===== config.mk =====
export PLATFORM = sky130hd
export DESIGN_NAME = bcd_serial_add_ctrl_flat
export DESIGN_NICKNAME = d
export VERILOG_FILES = /design/src/rtl/bcd_serial_add_ctrl_pkg.sv /design/src/rtl/bcd_serial_add_ctrl_if.sv /design/src/rtl/bcd_serial_add_ctrl_digit_add.sv /design/src/rtl/bcd_serial_add_ctrl.sv /design/src/flat_wrapper.sv
export SDC_FILE = /design/constraint.sdc
export NUM_CORES = 1
export LEC_CHECK = 0
export BUFFER_PORTS_ARGS = -buffer_cell sky130_fd_sc_hd__buf_4
export CORE_MARGIN = 4
export CORE_UTILIZATION = 45
export DETAILED_ROUTE_END_ITERATION = 10
export MAX_ROUTING_LAYER = met4
export PLACE_DENSITY = 0.66
export RECOVER_POWER = 25
export SETUP_SLACK_MARGIN = 0.2
export SLEW_MARGIN = 30
export SYNTH_ARGS = -nofsm -noshare
export SYNTH_HDL_FRONTEND = slang
export SYNTH_SLANG_ARGS = --single-unit

===== constraint.sdc =====
create_clock -name clk -period 4.05 [get_ports clk]
set_input_delay 0.6075 -clock clk [delete_from_list [all_inputs] [get_ports clk]]
set_output_delay 0.6075 -clock clk [all_outputs]
set_load 0.03 [all_outputs]

===== src/rtl/bcd_serial_add_ctrl_pkg.sv =====
// Shared constants and FSM encoding for the serial packed-BCD adder.
package bcd_pkg;
   localparam int unsigned BCD_DIGIT_W = 4;
   localparam int unsigned BCD_MAX     = 9;
   localparam int unsigned BCD_CORR    = 6;

   typedef enum logic [1:0] {
      IDLE = 2'd0,
      ADD  = 2'd1,
      DONE = 2'd2
   } state_e;
endpackage


===== src/rtl/bcd_serial_add_ctrl_if.sv =====
// Request/result bundle between a request source and bcd_serial_add_ctrl.
interface bcd_serial_add_ctrl_if #(
   parameter int unsigned DIGITS = 4
) ();
   localparam int unsigned W = bcd_pkg::BCD_DIGIT_W * DIGITS;

   logic         start;
   logic [W-1:0] a;
   logic [W-1:0] b;
   logic         cin;
   logic         busy;
   logic         done;
   logic [W-1:0] sum;
   logic         cout;
   logic         err;

   modport master (output start, a, b, cin, input busy, done, sum, cout, err);
   modport slave  (input start, a, b, cin, output busy, done, sum, cout, err);
endinterface


===== src/rtl/bcd_serial_add_ctrl_digit_add.sv =====
// Combinational single-digit decimal adder with +6 correction above 9.
module bcd_digit_add
   import bcd_pkg::*;
(
   input  logic [BCD_DIGIT_W-1:0] a,
   input  logic [BCD_DIGIT_W-1:0] b,
   input  logic                   ci,
   output logic [BCD_DIGIT_W-1:0] s,
   output logic                   co
);
   localparam int unsigned TW = BCD_DIGIT_W + 1;

   logic [TW-1:0] t;

   always_comb begin
      t = {1'b0, a} + {1'b0, b} + {{BCD_DIGIT_W{1'b0}}, ci};
      if (t > TW'(BCD_MAX)) begin
         s  = BCD_DIGIT_W'(t + TW'(BCD_CORR));
         co = 1'b1;
      end else begin
         s  = t[BCD_DIGIT_W-1:0];
         co = 1'b0;
      end
   end
endmodule


===== src/rtl/bcd_serial_add_ctrl.sv =====
// Digit-serial packed-BCD adder controller, LSD first, one digit per clock.
// Optional invalid-digit checking: define BCD_SERIAL_ADD_INVALID_CHECK_EN.
module bcd_serial_add_ctrl
   import bcd_pkg::*;
#(
   parameter int unsigned DIGITS = 4
) (
   input logic                  clk,
   input logic                  rst,
   bcd_serial_add_ctrl_if.slave bus
);
   localparam int unsigned W     = BCD_DIGIT_W * DIGITS;
   localparam int unsigned IDX_W = (DIGITS > 1) ? $clog2(DIGITS) : 1;

   state_e           state_q, state_d;
   logic [IDX_W-1:0] idx_q, idx_d;
   logic [W-1:0]     a_q, a_d, b_q, b_d, sum_q, sum_d;
   logic             carry_q, carry_d, cout_q, cout_d;
   logic             busy_q, busy_d, done_q, done_d;

   logic [BCD_DIGIT_W-1:0] dig_a, dig_b, dig_s;
   logic                   dig_co;
   logic                   last;

   assign dig_a = a_q[BCD_DIGIT_W*idx_q +: BCD_DIGIT_W];
   assign dig_b = b_q[BCD_DIGIT_W*idx_q +: BCD_DIGIT_W];
   assign last  = (idx_q == IDX_W'(DIGITS - 1));

   bcd_digit_add u_digit_add (
      .a  (dig_a),
      .b  (dig_b),
      .ci (carry_q),
      .s  (dig_s),
      .co (dig_co)
   );

`ifdef BCD_SERIAL_ADD_INVALID_CHECK_EN
   logic err_q, err_d, flag_q, flag_d, dig_bad;
   assign dig_bad = (dig_a > BCD_DIGIT_W'(BCD_MAX)) || (dig_b > BCD_DIGIT_W'(BCD_MAX));
`endif

   // Next-state and datapath updates
   always_comb begin
      state_d = state_q;
      idx_d   = idx_q;
      a_d     = a_q;
      b_d     = b_q;
      sum_d   = sum_q;
      carry_d = carry_q;
      cout_d  = cout_q;
      busy_d  = busy_q;
      done_d  = 1'b0;
`ifdef BCD_SERIAL_ADD_INVALID_CHECK_EN
      err_d   = err_q;
      flag_d  = flag_q;
`endif
      case (state_q)
         IDLE: begin
            if (bus.start) begin
               state_d = ADD;
               a_d     = bus.a;
               b_d     = bus.b;
               carry_d = bus.cin;
               idx_d   = '0;
               sum_d   = '0;
               cout_d  = 1'b0;
               busy_d  = 1'b1;
`ifdef BCD_SERIAL_ADD_INVALID_CHECK_EN
               err_d   = 1'b0;
               flag_d  = 1'b0;
`endif
            end
         end
         ADD: begin
            sum_d[BCD_DIGIT_W*idx_q +: BCD_DIGIT_W] = dig_s;
            carry_d = dig_co;
            idx_d   = IDX_W'(idx_q + 1'b1);
`ifdef BCD_SERIAL_ADD_INVALID_CHECK_EN
            flag_d  = flag_q | dig_bad;
`endif
            if (last) begin
               state_d = DONE;
               busy_d  = 1'b0;
               done_d  = 1'b1;
               cout_d  = dig_co;
`ifdef BCD_SERIAL_ADD_INVALID_CHECK_EN
               // Result is discarded when any digit of either operand was illegal
               if (flag_d) begin
                  err_d  = 1'b1;
                  sum_d  = '0;
                  cout_d = 1'b0;
               end
`endif
            end
         end
         DONE:    state_d = IDLE;
         default: state_d = IDLE;
      endcase
   end

   always_ff @(posedge clk or posedge rst) begin
      if (rst) begin
         state_q <= IDLE;
         idx_q   <= '0;
         a_q     <= '0;
         b_q     <= '0;
         sum_q   <= '0;
         carry_q <= 1'b0;
         cout_q  <= 1'b0;
         busy_q  <= 1'b0;
         done_q  <= 1'b0;
`ifdef BCD_SERIAL_ADD_INVALID_CHECK_EN
         err_q   <= 1'b0;
         flag_q  <= 1'b0;
`endif
      end else begin
         state_q <= state_d;
         idx_q   <= idx_d;
         a_q     <= a_d;
         b_q     <= b_d;
         sum_q   <= sum_d;
         carry_q <= carry_d;
         cout_q  <= cout_d;
         busy_q  <= busy_d;
         done_q  <= done_d;
`ifdef BCD_SERIAL_ADD_INVALID_CHECK_EN
         err_q   <= err_d;
         flag_q  <= flag_d;
`endif
      end
   end

   assign bus.busy = busy_q;
   assign bus.done = done_q;
   assign bus.sum  = sum_q;
   assign bus.cout = cout_q;
`ifdef BCD_SERIAL_ADD_INVALID_CHECK_EN
   assign bus.err  = err_q;
`else
   assign bus.err  = 1'b0;
`endif
endmodule


===== src/flat_wrapper.sv =====
// flat-port wrapper written by rule: the top's interface ports become plain ports
module bcd_serial_add_ctrl_flat import bcd_pkg::*;
#(
   parameter int unsigned DIGITS = 4
)
  (clk, rst, bus_start, bus_a, bus_b, bus_cin, bus_busy, bus_done, bus_sum, bus_cout, bus_err);
  bcd_serial_add_ctrl_if #(.DIGITS(DIGITS)) bus_i ();
  input logic clk;
  input logic rst;
  input wire logic [$bits(bus_i.start)-1:0] bus_start;
  input wire logic [$bits(bus_i.a)-1:0] bus_a;
  input wire logic [$bits(bus_i.b)-1:0] bus_b;
  input wire logic [$bits(bus_i.cin)-1:0] bus_cin;
  output wire logic [$bits(bus_i.busy)-1:0] bus_busy;
  output wire logic [$bits(bus_i.done)-1:0] bus_done;
  output wire logic [$bits(bus_i.sum)-1:0] bus_sum;
  output wire logic [$bits(bus_i.cout)-1:0] bus_cout;
  output wire logic [$bits(bus_i.err)-1:0] bus_err;
  assign bus_i.start = bus_start;
  assign bus_i.a = bus_a;
  assign bus_i.b = bus_b;
  assign bus_i.cin = bus_cin;
  assign bus_busy = bus_i.busy;
  assign bus_done = bus_i.done;
  assign bus_sum = bus_i.sum;
  assign bus_cout = bus_i.cout;
  assign bus_err = bus_i.err;
  bcd_serial_add_ctrl #(.DIGITS(DIGITS)) u_core (.clk(clk), .rst(rst), .bus(bus_i));
endmodule

Yosys cells after proc, flatten, opt, wreduce, memory -nomap -nowiden

Index checks and enable logic that the tools add are counted.

Add/sub/neg operators: 5
Magnitude comparators: 1
Equal/unequal tests: 4
Shifts and indexed selects: 4
Muxes and demuxes: 20
Reduce and logical (&&, ||, !) cells: 6

Operators by type and width:

| kind                                                                            | count |
|---|---|
| 4-bit negation with 34-bit output                                               | 1 |
| 4-bit by 34-bit variable shift with 16-bit output, first input constant         | 1 |
| 4-bit by 34-bit indexed part select with 16-bit output                          | 1 |
| 16-bit case mux with 2 select lines                                             | 1 |
| 16-bit by 5-bit indexed part select with 4-bit output                           | 2 |
| 16-bit bitwise mux                                                              | 1 |
| 16-bit 2-to-1 mux                                                               | 1 |
| 1-bit 2-to-1 mux                                                                | 8 |
| 2-bit case mux with 2 select lines                                              | 2 |
| 2-bit 2-to-1 mux                                                                | 3 |
| 1-bit case mux with 2 select lines                                              | 3 |
| 2-bit AND reduction                                                             | 3 |
| 4-bit by 4-bit adder with 5-bit output                                          | 1 |
| 5-bit by 1-bit adder with 5-bit output                                          | 1 |
| 5-bit by 4-bit greater-than comparator with 1-bit output, second input constant | 1 |
| 4-bit by 3-bit adder with 4-bit output, second input constant                   | 1 |
| 4-bit 2-to-1 mux                                                                | 1 |
| 3-bit AND reduction                                                             | 1 |
| 2-bit by 1-bit adder with 2-bit output, second input constant                   | 1 |
| 2-bit by 1-bit equality test with 1-bit output, second input constant           | 1 |
| 2-bit equality test, second input constant                                      | 1 |
| 2-bit logical NOT                                                               | 1 |
| 2-bit by 1-bit != test with 1-bit output, second input constant                 | 1 |
| 2-bit != test, second input constant                                            | 1 |
| 2-bit nonzero test                                                              | 1 |

Register bits after elaboration: 56
Input port bits: 36
Output and inout bits: 20
Word-level logic and storage cells: 49

Logic depth before layout (Yosys ltp)

Depth after elaboration: 8
Depth in mapped cells: 11
Mapped depth without buffers: 10

Modules after synthesis

A second synthesis with hierarchy kept.

Cell total of the unflattened synthesis: 187
Area, all modules: 2722.6 um2

By module, submodules not included:

| module              | instances | cells an instance | area an instance (um2) |
|---|---|---|---|
| bcd_serial_add_ctrl | 1         | 165               | 2511.2 |
| bcd_digit_add       | 1         | 22                | 211.5 |

Worst setup path before layout

No wires, ideal clock.

Path type: register to register
Start point: register u_core.idx_q[1]
End point: register u_core.sum_q[10], in the netlist u_core.bus.sum[10]
Library setup time: 131 ps
Arrival: 3453 ps
Data required time: 3919 ps
Setup slack: 466 ps
Cell stages (with the launch flop): 12
Clock period less this slack: 3584 ps
Cell sequence: dfrtp_1 > clkbuf_1 > mux4_2 > fa_1 > fa_1 > xnor2_1 > ha_1 > nor2b_1 > o311ai_0 > o31ai_1 > a311oi_4 > o21ai_1

Cells in the longest elaborated chain, start to end: 8
Elaborated cells between the ends (all ways): 12
Classes of those cells: 4 x add/sub; 1 x order compare; 4 x shift; 3 x mux

Ends and longest elaborated chain:

| element                                                                                                                   | line                                                                     | source |
|---|---|---|
| from (decl)                                                                                                               | bcd_serial_add_ctrl.sv:16                                                | `logic [IDX_W-1:0] idx_q, idx_d;` |
| from (signal assigned)                                                                                                    | bcd_serial_add_ctrl.sv:118                                               | `idx_q <= idx_d;` |
| 16-bit by 5-bit indexed part select with 4-bit output (on tied branches)                                                  | bcd_serial_add_ctrl.sv:25, bcd_serial_add_ctrl.sv:26                     |  |
| 4-bit by 4-bit adder with 5-bit output                                                                                    | bcd_serial_add_ctrl_digit_add.sv:16                                      | `t = {1'b0, a} + {1'b0, b} + {{BCD_DIGIT_W{1'b0}}, ci};` |
| 5-bit by 1-bit adder with 5-bit output                                                                                    | bcd_serial_add_ctrl_digit_add.sv:16                                      |  |
| 4-bit by 3-bit adder with 4-bit output / 5-bit by 4-bit greater-than comparator with 1-bit output (equally long branches) | bcd_serial_add_ctrl_digit_add.sv:18, bcd_serial_add_ctrl_digit_add.sv:17 |  |
| 4-bit 2-to-1 mux                                                                                                          | bcd_serial_add_ctrl_digit_add.sv:17                                      | `if (t > TW'(BCD_MAX)) begin` |
| 4-bit by 34-bit indexed part select with 16-bit output                                                                    | bcd_serial_add_ctrl.sv:75                                                | `sum_d[BCD_DIGIT_W*idx_q +: BCD_DIGIT_W] = dig_s;` |
| 16-bit bitwise mux (*)                                                                                                    | bcd_serial_add_ctrl.sv:75                                                |  |
| 16-bit case mux with 2 select lines (*)                                                                                   | bcd_serial_add_ctrl.sv:57                                                | `case (state_q)` |
| to (signal assigned)                                                                                                      | bcd_serial_add_ctrl.sv:121                                               | `sum_q <= sum_d;` |
| to (decl)                                                                                                                 | bcd_serial_add_ctrl.sv:17                                                | `logic [W-1:0] a_q, a_d, b_q, b_d, sum_q, sum_d;` |

Mark *: on every way between the ends. The rest lies on a longest branch, timed or not.
A chain may end at the register's enable or synchronous reset.

Worst setup path in the final report

Start point: register u_core.idx_q[0]
End point: register u_core.sum_q[10], in the netlist u_core.bus.sum[10]

Same word-level chain as after synthesis.

==> metrics.yaml <==
multi_input_area_um2: 1225
initial_core_util_pct: 47.60
core-area_um2: 5675
io_buffer_count: 54
grt_overflow: 0
violations: "capacitance limit, slew limit"
ys_warn_count: 0
clk_pin_slew_worst_paths_ns: 0.10
maxCapViolCount: 1
yosys-mux-area-fraction_pct: 20.38
cts_sinks: 56
syn_avg_cell_area_um2: 12.68
outcome: "finished with violations"
synth-simple-area-share_pct: 9.078
synth_top_area_share_pct: 51.88
cts_tree: "yes"
start_kind: "flip-flop"
slew_violations: 37
nets: 315
antenna_found_initial: 0
n_antenna_cell: 0
synth_compound_area_share_pct: 10.24
cts_buffers: 5
drt-initial-drc-count: 75
vias_per_cell: 5.272
drt_pass1_iterations: 4
wl_per_cell_um: 16.09
syn_inst: 213
busiest_layer: "met2"
place.gp.congestion: 0.7869
fillers: 501
synth_top_family_by_area: "multiplexers"
clockRootBuffer: "clkbuf_8"
worst_slew_pin_slew_ns: 1.888
period_needed_ns: 3.506
drive_gt1_share_pct: 41.11
io_pins: 56
drc: 0
seq_area_um2: 1401
synth_fp_nets: 259
post_cts_buffers: 0
hold_viol: 0
setup_tns_ns: 0
grt_use_met3_pct: 3.981
yosysTopAreaCell: "dfrtp_1"
seq_area_frac_synth_pct: 51.88
htree_num_levels: 2
clock_skew_ns: 0.007918
synthAdderAreaFrac_pct: 5.188
setup_viol: 0
rows: 27
cts_buffer_depth: 2
worst_path_max_delay_cell: "fa_1"
syn2layout_area_growth_pct: 21.77
wirelength_mm: 5.504
path_class: "reg2reg"
synth_xor_xnor_area_share_pct: 0.3242
synth_cell_types: 41
hold_buffers: 0
slew_headroom_pct: -25.87
fp.dieArea_um2: 7307
cp.arrival_ns: 3.69
setup.worst_path.end_class: "flip-flop"
crit_required_ns: 4.24
grt_use_met1_pct: 23.20
worstPathMaxFanout: 13
whs_ns: 0.4435
cpPeakStageDelay_ns: 0.44
grt_max_degree: 37
crit_path_frequent_cell: "fa_1"
synth-seq-cells: 56
final_cells: 342
crit_chain: "buf_4, mux4_2, fa_1, fa_1, xnor2_1, ha_1, nor2b_1, a31oi_1, and4b_4, a311oi_4, o21ai_1"
dp_hpwl_mm: 4.226
insertion_delay_ns: 0.31
syn-cell-area_um2: 2701
fp.dieH_um: 85.48
fmax_mhz: 285.2
track_usage_pct: 16.60
ctsResizeCount: 0
grt_pass1_vias: 1862
grt_pass1_wl_mm: 9.315
synth_area_leaders: "dfrtp_1 52%, mux2_2 13%, mux4_2 6.7%, ha_1 3.7%, nand2_1 3.2%"
grt_setup_unrepaired: "false"
min_period_over_period_pct: 86.56
num_vias: 1803
placed_cells: 334
use_met2_pct: 24.58
min_path_type: "in2async"
drtAntennaViolNets: 0
fp.dieW_um: 85.48
Yosys cell counts:
library cell	count
fa_1	2
o21bai_1	1
a21oi_1	5
o311ai_0	1
o21ai_1	8
nand2b_1	4
nor2b_1	2
nand4b_1	1
o21ai_0	6
or3_4	1
mux2_2	32
dfrtp_1	56
o31ai_1	5
a21oi_2	1
mux2i_1	1
and4b_4	1
a22o_1	1
a311oi_4	1
o22ai_1	1
and3_1	2
a21o_1	7
mux4_2	8
nand2_1	23
clkbuf_1	2
nor2_2	1
a21o_2	1
xnor2_1	1
buf_2	6
conb_1	1
a41o_1	1
nand3_1	1
inv_1	8
nor2_1	3
nand3b_1	1
ha_1	8
buf_4	1
and2_1	2
or3_1	2
nor3_1	1
nor3b_1	2
a31oi_1	1
worst paths after layout:
path | startpoint | endpoint | slack, ns | depth (start not counted)
max in group asynchronous | rst | u_core.a_q[4] | 1.39 | 3
min reg2reg | u_core.bus.sum[1] | u_core.bus.sum[1] | 0.49 | 2
max reg2reg | u_core.idx_q[0] | u_core.bus.sum[10] | 0.54 | 11
max | u_core.idx_q[0] | u_core.bus.sum[10] | 0.54 | 11
min in group clk | u_core.bus.sum[1] | u_core.bus.sum[1] | 0.49 | 2
min | rst | u_core.bus.sum[8] | 0.44 | 2
per-stage QoR:
step	utilization (%)	worst slack, ns	cell area [µm²]
4_1_cts	58.02	0.5189	3293
5_1_grt	57.96	0.3143	3289
3_3_place_gp	56.06	0.6811	3182
2_1_floorplan	-	0.4662	2701
3_5_place_dp	56.06	0.5487	3182
6_report	57.96	0.5442	3289
layout make-up:
class	count	area share [%]
Clock buffer	5	2.092
Clock inverter	3	1.293
Multi-Input combinational cell	140	37.24
Sequential cell	56	42.60
Timing Repair Buffer	58	13.12
Tap cell	72	2.739
Inverter	8	0.9129
flip-flops by register name, summed over array words and instances, names as in the netlist:
name	flops
u_core.a_q	16
u_core.carry_q	1
u_core.state_q	2
u_core.bus.cout	1
u_core.idx_q	2
u_core.b_q	16
u_core.bus.busy	1
u_core.bus.sum	16
u_core.bus.done	1
cell families after synthesis:
group / Yosys count
AO/OA/AOI/OAI: 40
adder cells (fa/ha/maj): 10
XOR/XNOR: 1
buffers and inverters: 17
multiplexers: 41
flip-flops: 56
AND/OR/NAND/NOR: 47
other: 1
layer usage:
layer	part of all wire, %	vias to the layer above
met5	0	-
met1	49	872
li1	-	874
met2	45	52
met3	5.3	5
met4	0.91	0
worst max-delay path: cells and delay by family, from the launching register on:
| kind | cells | cell delay, ns |
|---|---|---|
| AO/OA/AOI/OAI | 3 | 0.56 |
| flip-flops | 1 | 0.39 |
| multiplexers | 1 | 0.33 |
| adder cells (fa/ha/maj) | 3 | 1.11 |
| buffers and inverters | 1 | 0.24 |
| XOR/XNOR | 1 | 0.26 |
| AND/OR/NAND/NOR | 2 | 0.50 |
placed cells by master, fill, tap and decap left out, types with 2 or more instances in the layout:
cell      count
buf_4        56
dfrtp_1      56
mux2_2       32
nand2_1      23
inv_1         8
o21ai_1       8
mux4_2        8
ha_1          8
a21o_1        7
o21ai_0       6
a21oi_1       5
o31ai_1       5
clkbuf_8      5
nand2b_1      4
nor2_1        3
nor2b_1       2
or3_1         2
and3_1        2
and2_1        2
nor3b_1       2
fa_1          2
Power is not shown: default switching activity piles up to over one toggle a cycle in this logic, so the estimate is an artifact.
